<file path="src/rtl/axis_bram_dma.sv">
// rtl/axis_bram_dma.sv - AXI-Stream to single-port BRAM DMA with concurrent write and read jobs
//
// Purpose: moves an s_axis stream into BRAM (write job) and streams a BRAM
// region out on m_axis (read job). Both jobs share one BRAM port through an
// alternating arbiter; read data returns through a small output FIFO sized so
// that issued reads can never overflow it.
//
// Ports:
//   clk, reset                 sole clock, synchronous active-high reset
//   ctrl_w_start/_index        start pulse and first address of a write job
//   ctrl_r_start/_index/_length start pulse, first address, word count of a read job
//   w_busy, r_busy             job active
//   w_done, r_done             one-cycle completion pulses
//   w_count                    beats written by the last completed write job
//   s_axis_*                   write stream in
//   m_axis_*                   read stream out
//   bram_*                     single BRAM port (bram_clk mirrors clk)
module axis_bram_dma #(
  parameter int ADDR_WIDTH = 12,
  parameter int DATA_WIDTH = 64,
  parameter int RD_LATENCY = 1
) (
  input  logic                    clk,
  input  logic                    reset,
  input  logic                    ctrl_w_start,
  input  logic [ADDR_WIDTH-1:0]   ctrl_w_start_index,
  input  logic                    ctrl_r_start,
  input  logic [ADDR_WIDTH-1:0]   ctrl_r_start_index,
  input  logic [ADDR_WIDTH-1:0]   ctrl_r_length,
  output logic                    w_busy,
  output logic                    r_busy,
  output logic                    w_done,
  output logic                    r_done,
  output logic [ADDR_WIDTH:0]     w_count,
  input  logic                    s_axis_tvalid,
  output logic                    s_axis_tready,
  input  logic [DATA_WIDTH-1:0]   s_axis_tdata,
  input  logic [DATA_WIDTH/8-1:0] s_axis_tstrb,
  input  logic                    s_axis_tlast,
  output logic                    m_axis_tvalid,
  input  logic                    m_axis_tready,
  output logic [DATA_WIDTH-1:0]   m_axis_tdata,
  output logic [DATA_WIDTH/8-1:0] m_axis_tstrb,
  output logic                    m_axis_tlast,
  output logic                    bram_clk,
  output logic [ADDR_WIDTH-1:0]   bram_addr,
  output logic [DATA_WIDTH-1:0]   bram_din,
  input  logic [DATA_WIDTH-1:0]   bram_dout,
  output logic                    bram_en,
  output logic [DATA_WIDTH/8-1:0] bram_we
);

  localparam int DEPTH = RD_LATENCY + 1;
  localparam logic [ADDR_WIDTH-1:0] A_ONE = ADDR_WIDTH'(1);
  localparam logic [ADDR_WIDTH:0]   B_ONE = (ADDR_WIDTH + 1)'(1);

  typedef enum logic {W_IDLE, W_RUN} w_state_t;
  typedef enum logic [1:0] {R_IDLE, R_RUN, R_DRAIN} r_state_t;

  w_state_t w_state, w_state_nx;
  r_state_t r_state, r_state_nx;

  logic [ADDR_WIDTH-1:0] w_addr;
  logic [ADDR_WIDTH:0]   w_beats;
  logic [ADDR_WIDTH-1:0] r_addr, r_len, r_issue_left, r_beat;

  logic w_req, r_req, w_gnt, r_gnt, favour_read;
  logic r_credit, m_pop, m_last, push;
  logic [2:0] inflight;

  logic [RD_LATENCY-1:0] rd_pipe;
  logic [DATA_WIDTH-1:0] fifo_mem [4];
  logic [1:0] wr_ptr, rd_ptr, fifo_cnt;

  function automatic logic [1:0] ptr_inc(input logic [1:0] p);
    return (p == 2'(DEPTH - 1)) ? 2'd0 : p + 2'd1;
  endfunction

  // ---------------- arbiter ----------------
  assign w_req = (w_state == W_RUN) && s_axis_tvalid;
  assign r_req = (r_state == R_RUN) && r_credit;
  assign r_gnt = r_req && (!w_req || favour_read);
  assign w_gnt = w_req && (!r_req || !favour_read);

  // Priority flips only when both sides actually compete.
  always_ff @(posedge clk) begin
    if (reset) begin
      favour_read <= 1'b1;
    end else if (w_req && r_req) begin
      favour_read <= ~favour_read;
    end
  end

  // ---------------- write FSM ----------------
  always_ff @(posedge clk) begin
    if (reset) w_state <= W_IDLE;
    else       w_state <= w_state_nx;
  end

  always_comb begin
    w_state_nx = w_state;
    case (w_state)
      W_IDLE:  if (ctrl_w_start) w_state_nx = W_RUN;
      W_RUN:   if (w_gnt && s_axis_tlast) w_state_nx = W_IDLE;
      default: w_state_nx = W_IDLE;
    endcase
  end

  always_comb begin
    w_busy        = (w_state == W_RUN);
    s_axis_tready = w_gnt;
  end

  always_ff @(posedge clk) begin
    if (reset) begin
      w_addr  <= '0;
      w_beats <= '0;
      w_count <= '0;
      w_done  <= 1'b0;
    end else begin
      w_done <= 1'b0;
      if (w_state == W_IDLE && ctrl_w_start) begin
        w_addr  <= ctrl_w_start_index;
        w_beats <= '0;
      end else if (w_gnt) begin
        w_addr  <= w_addr + A_ONE;
        w_beats <= w_beats + B_ONE;
        if (s_axis_tlast) begin
          w_count <= w_beats + B_ONE;
          w_done  <= 1'b1;
        end
      end
    end
  end

  // ---------------- read FSM ----------------
  always_ff @(posedge clk) begin
    if (reset) r_state <= R_IDLE;
    else       r_state <= r_state_nx;
  end

  always_comb begin
    r_state_nx = r_state;
    case (r_state)
      R_IDLE:  if (ctrl_r_start && ctrl_r_length != '0) r_state_nx = R_RUN;
      R_RUN:   if (r_gnt && r_issue_left == A_ONE) r_state_nx = R_DRAIN;
      R_DRAIN: if (m_pop && m_last) r_state_nx = R_IDLE;
      default: r_state_nx = R_IDLE;
    endcase
  end

  always_comb begin
    r_busy = (r_state != R_IDLE);
  end

  always_ff @(posedge clk) begin
    if (reset) begin
      r_addr       <= '0;
      r_len        <= '0;
      r_issue_left <= '0;
      r_beat       <= '0;
      r_done       <= 1'b0;
    end else begin
      r_done <= 1'b0;
      if (r_state == R_IDLE && ctrl_r_start) begin
        r_addr       <= ctrl_r_start_index;
        r_len        <= ctrl_r_length;
        r_issue_left <= ctrl_r_length;
        r_beat       <= '0;
        if (ctrl_r_length == '0) r_done <= 1'b1;
      end else begin
        if (r_gnt) begin
          r_addr       <= r_addr + A_ONE;
          r_issue_left <= r_issue_left - A_ONE;
        end
        if (m_pop) begin
          r_beat <= r_beat + A_ONE;
          if (m_last) r_done <= 1'b1;
        end
      end
    end
  end

  // ---------------- read return path ----------------
  // rd_pipe marks which cycles carry valid read data on bram_dout; clearing it
  // on reset drops any data still in flight from an aborted job.
  generate
    if (RD_LATENCY == 1) begin : g_lat1
      always_ff @(posedge clk) begin
        if (reset) rd_pipe <= '0;
        else       rd_pipe <= r_gnt;
      end
    end else begin : g_lat2
      always_ff @(posedge clk) begin
        if (reset) rd_pipe <= '0;
        else       rd_pipe <= {rd_pipe[0], r_gnt};
      end
    end
  endgenerate

  assign push = rd_pipe[RD_LATENCY-1];

  // Slots committed after this edge: in flight + stored, less the beat that
  // leaves this cycle. Counting the departing beat keeps 1 beat/cycle possible
  // while still guaranteeing every issued read has a FIFO slot to land in.
  always_comb begin
    inflight = {1'b0, fifo_cnt};
    for (int i = 0; i < RD_LATENCY; i++) begin
      inflight = inflight + {2'b00, rd_pipe[i]};
    end
    if (m_pop) inflight = inflight - 3'd1;
  end

  assign r_credit = (inflight < 3'(DEPTH));

  always_ff @(posedge clk) begin
    if (push) fifo_mem[wr_ptr] <= bram_dout;
  end

  always_ff @(posedge clk) begin
    if (reset) begin
      wr_ptr   <= '0;
      rd_ptr   <= '0;
      fifo_cnt <= '0;
    end else begin
      if (push)  wr_ptr <= ptr_inc(wr_ptr);
      if (m_pop) rd_ptr <= ptr_inc(rd_ptr);
      case ({push, m_pop})
        2'b10:   fifo_cnt <= fifo_cnt + 2'd1;
        2'b01:   fifo_cnt <= fifo_cnt - 2'd1;
        default: fifo_cnt <= fifo_cnt;
      endcase
    end
  end

  assign m_axis_tvalid = (fifo_cnt != 2'd0);
  assign m_pop         = m_axis_tvalid && m_axis_tready;
  assign m_last        = (r_beat == r_len - A_ONE);
  assign m_axis_tdata  = fifo_mem[rd_ptr];
  assign m_axis_tstrb  = '1;
  assign m_axis_tlast  = m_axis_tvalid && m_last;

  // ---------------- BRAM port ----------------
  assign bram_clk  = clk;
  assign bram_en   = w_gnt || r_gnt;
  assign bram_we   = w_gnt ? s_axis_tstrb : '0;
  assign bram_addr = w_gnt ? w_addr : (r_gnt ? r_addr : '0);
  assign bram_din  = s_axis_tdata;

endmodule

</file>
<file path="config.mk">
export PLATFORM = sky130hd
export DESIGN_NAME = axis_bram_dma
export DESIGN_NICKNAME = d
export VERILOG_FILES = /design/src/rtl/axis_bram_dma.sv
export SDC_FILE = /design/constraint.sdc
export NUM_CORES = 1
export LEC_CHECK = 0
export BUFFER_PORTS_ARGS = -buffer_cell sky130_fd_sc_hd__buf_2
export CORE_MARGIN = 2
export CORE_UTILIZATION = 45
export CTS_CLUSTER_SIZE = 10
export DETAILED_ROUTE_END_ITERATION = 10
export GPL_TIMING_DRIVEN = 0
export HOLD_SLACK_MARGIN = 0.08
export PLACE_DENSITY_LB_ADDON = 0.25
export SETUP_SLACK_MARGIN = 0.05
export SYNTH_ARGS = -nofsm -noshare
export SYNTH_HDL_FRONTEND = slang
export SYNTH_SLANG_ARGS = --single-unit
</file>
<file path="constraint.sdc">
create_clock -name clk -period 6.6 [get_ports clk]
set_clock_uncertainty 0.1 [all_clocks]
set_input_delay 0.33 -clock clk [delete_from_list [all_inputs] [get_ports clk]]
set_output_delay 0.33 -clock clk [all_outputs]
set_load 0.05 [all_outputs]
</file>
==> results_dict.tcl <==
set metrics [dict create \
    detail_route.vias_per_cell 5.105 \
    timing_max_transition_violations_final 0 \
    grt_first_pass_wirelength_microns 53400 \
    worstMarginPinSlew_ns 0.9188 \
    coreArea_sq_um 32620 \
    async_flop_share_pct 0 \
    io_pins 357 \
    cts.clk_slew.worst_paths_ns 0.06 \
    num-nets-final 1700 \
    critical_path.startpoint "clk" \
    worst_setup_path_start_kind "clock port" \
    dp_hpwl_microns 24050 \
    ir_drop_worst_vdd_uv 195.4 \
    fp.dieArea_sq_um 34600 \
    drt-total-wl_microns 34850 \
    post_synthesis_sequential_area_ratio_pct 65.13 \
    fin_hold_ws_ns 0.1184 \
    cts_setup_buffers 0 \
    wl_met3_microns 2619 \
    layout_worst_path_cycle_share_pct 65.04 \
    unrepaired_setup_endpoints_after_global_routing "no" \
    total_leakage_power_uw 0.007173 \
    largest_net_degree_at_the_start_of_global_routing 41 \
    arrival_ns 3.86 \
    power_consumption_uw 6135 \
    fraction_of_final_layout_cells_sized_beyond_drive_strength_1_pct 33.31 \
    tritoncts_clock_tree "yes" \
    antenna_violating_nets_post_route 0 \
    synth-edff-count 256 \
    die_width_microns 186.0 \
    holdCritStartpoint "ctrl_w_start" \
    drt_first_pass_iters 7 \
    timing.critical_path.required_ns 6.17 \
    hold_viol_final 0 \
    critPathMaxFanout 2 \
    worstReg2RegStart "push" \
    detailedRoute.firstIterationViolations 642 \
    pd_cells_nw_per_um2 315.2 \
    max-slew-margin-rel_pct 38.75 \
    average_cell_area_after_synthesis_sq_um 14.17 \
    maxUsedRoutingLayer "met5" \
    area_growth_syn_to_layout_pct 30.55 \
    io_buffer_count 284 \
    post-route-drc-count 0 \
    synthesis.instances 1052 \
    grt_overflow 0 \
    via_count 10040 \
    path_class "clk -> out" \
    timing.setup.tns_ns 0 \
    die_height_microns 186.0 \
    critPathCaptureType "output port" \
    synth_area_sq_um 14910 \
    synth.lib_cells_used.distinct 62 \
    place.gp.congestion 0.8916 \
    max_freq_mhz 233.4 \
    most_used_dff_post_synth "edfxtp_1" \
    worst_skew_pair.late_latency_ns 0.63 \
    floorplan.initialDensity_pct 45.70 \
    outcome "completed" \
    core.rowCount 66 \
    time_the_final_worst_path_needs_with_i_o_delays_and_setup_ns 4.292 \
    first_global_vias 10050 \
    routed_wire_length_per_instance_microns 17.73 \
    setup_violations 0 \
    initial_antenna_violation_count 3 \
    met2_length_microns 17130 \
    utilization_pct 59.67 \
    timing.hold.worst.class "in -> reg" \
    yosysWarningCount 0 \
    cap_violations 0 \
    wl_on_met1_microns 14500 \
    synth-seq-cells 357 \
    groute.usage.overall_pct 19.92 \
]
-- final cells by class --
| type | instances | area [sq um] |
|---|---|---|
| fillers | 2543 | 13160 |
| flip-flops and latches | 357 | 9709 |
| multi-input cells | 566 | 4459 |
| repair buffers | 403 | 2680 |
| clock buffers | 56 | 1200 |
| plain buffers | 119 | 724.4 |
| well taps | 442 | 553.0 |
| clock inverters | 4 | 67.56 |
| inverters | 17 | 63.81 |
| diodes | 2 | 5.005 |
-- final timing paths --
path / cells past startpoint / slack, ns / endpoint
worst min-delay path: 4 / 0.12 / w_busy
worst max register to register: 11 / 3.65 / r_addr[8]
worst max-delay path: 4 / 2.31 / bram_clk
worst min register to register: 2 / 0.34 / flop
-- kinds of logic after synthesis --
group,share of synthesized area [%]
compound gates,5.825
xor+xnor,3.231
fa+ha+maj,0.9232
buf+inv,5.287
flops,65.13
mux,9.744
other cells,0.02515
simple gates,9.836
-- stage by stage --
| stage | std cells | cell area, sq um | worst slack (ns) |
|---|---|---|---|
| floorplan | 1059 | 14930 | 0.7900 |
| CTS | 1964 | 19460 | 2.296 |
| detailed placement | 1802 | 17160 | 2.570 |
| finish | 1966 | 19460 | 2.308 |
| global route | 1965 | 19460 | 2.054 |
| global placement | 1785 | 16910 | -3.054 |
-- registers in the layout (all words and copies together) (netlist names), 2 cells and up, named ones only --
register      flops
fifo_mem        256
r_len            12
w_count          13
r_state           2
fifo_cnt          2
r_addr           12
r_beat           12
r_issue_left     12
w_beats          13
rd_ptr            2
wr_ptr            2
w_addr           12
-- power by group --
group          switching (uW)  total [uW]  internal (uW)
Clock                     861        2170           1310
Combinational             922        1400            476
Sequential               66.6        2570           2500
Total                    1850        6130           4280
-- cell usage in the layout (no fill, tap or decap), drive strengths merged, types with 8 or more instances in the layout --
master / synthesis / final
nand3: 24 / 24
nor3: 11 / 11
dlygate4sd3: 0 / 103
edfxtp: 256 / 256
ha: 11 / 11
xor2: 24 / 24
a311oi: 8 / 8
a211oi: 20 / 20
nand2: 85 / 85
and2: 10 / 10
nand2b: 16 / 16
and3: 11 / 11
dfxtp: 101 / 101
a21oi: 38 / 38
o21ai: 12 / 12
buf: 85 / 386
inv: 16 / 16
conb: 1 / 8
a22o: 8 / 8
nor2: 89 / 89
mux4: 64 / 64
a31oi: 11 / 11
xnor2: 31 / 31
clkbuf: 34 / 89
nor4: 15 / 15
-- Yosys cell counts (8+ instances only) --
library cell,n,area (sq um)
edfxtp_1,256,7687
dfxtp_1,101,2022
nor2_1,89,334.1
nand2_1,85,319.1
buf_4,73,548.0
mux4_2,64,1441
a21oi_1,38,190.2
clkbuf_1,34,127.6
xnor2_1,31,271.5
nand3_1,24,120.1
xor2_1,24,210.2
a211oi_1,19,142.6
inv_1,16,60.06
nand2b_1,16,100.1
nor4_1,13,81.33
a31oi_1,11,68.82
and3_1,11,68.82
ha_1,11,137.6
nor3_1,11,55.05
o21ai_0,11,55.05
and2_1,10,62.56
buf_1,9,33.78
a22o_1,8,70.07
a311oi_1,8,70.07
-- layer usage --
layer  global-route usage (%)  vias to the layer above
li1                         -                     4786
met1                    25.78                     4839
met2                    33.72                      361
met3                    4.833                       48
met4                    5.039                        2
met5                        0                        -
-- worst max-delay path, stage by stage --
cell,delay (ns)
clkbuf_16,0.12
clkbuf_16,0.13
buf_4,0.12
buf_2,0.20
-- repair_timing --
action | CTS | global route
gates resized for setup | 0 | 0
setup endpoints to repair | 0 | 0
hold buffers | 103 | 0
endpoints found under the hold margin | 316 | 0
Power figures use the tool's default switching activity.
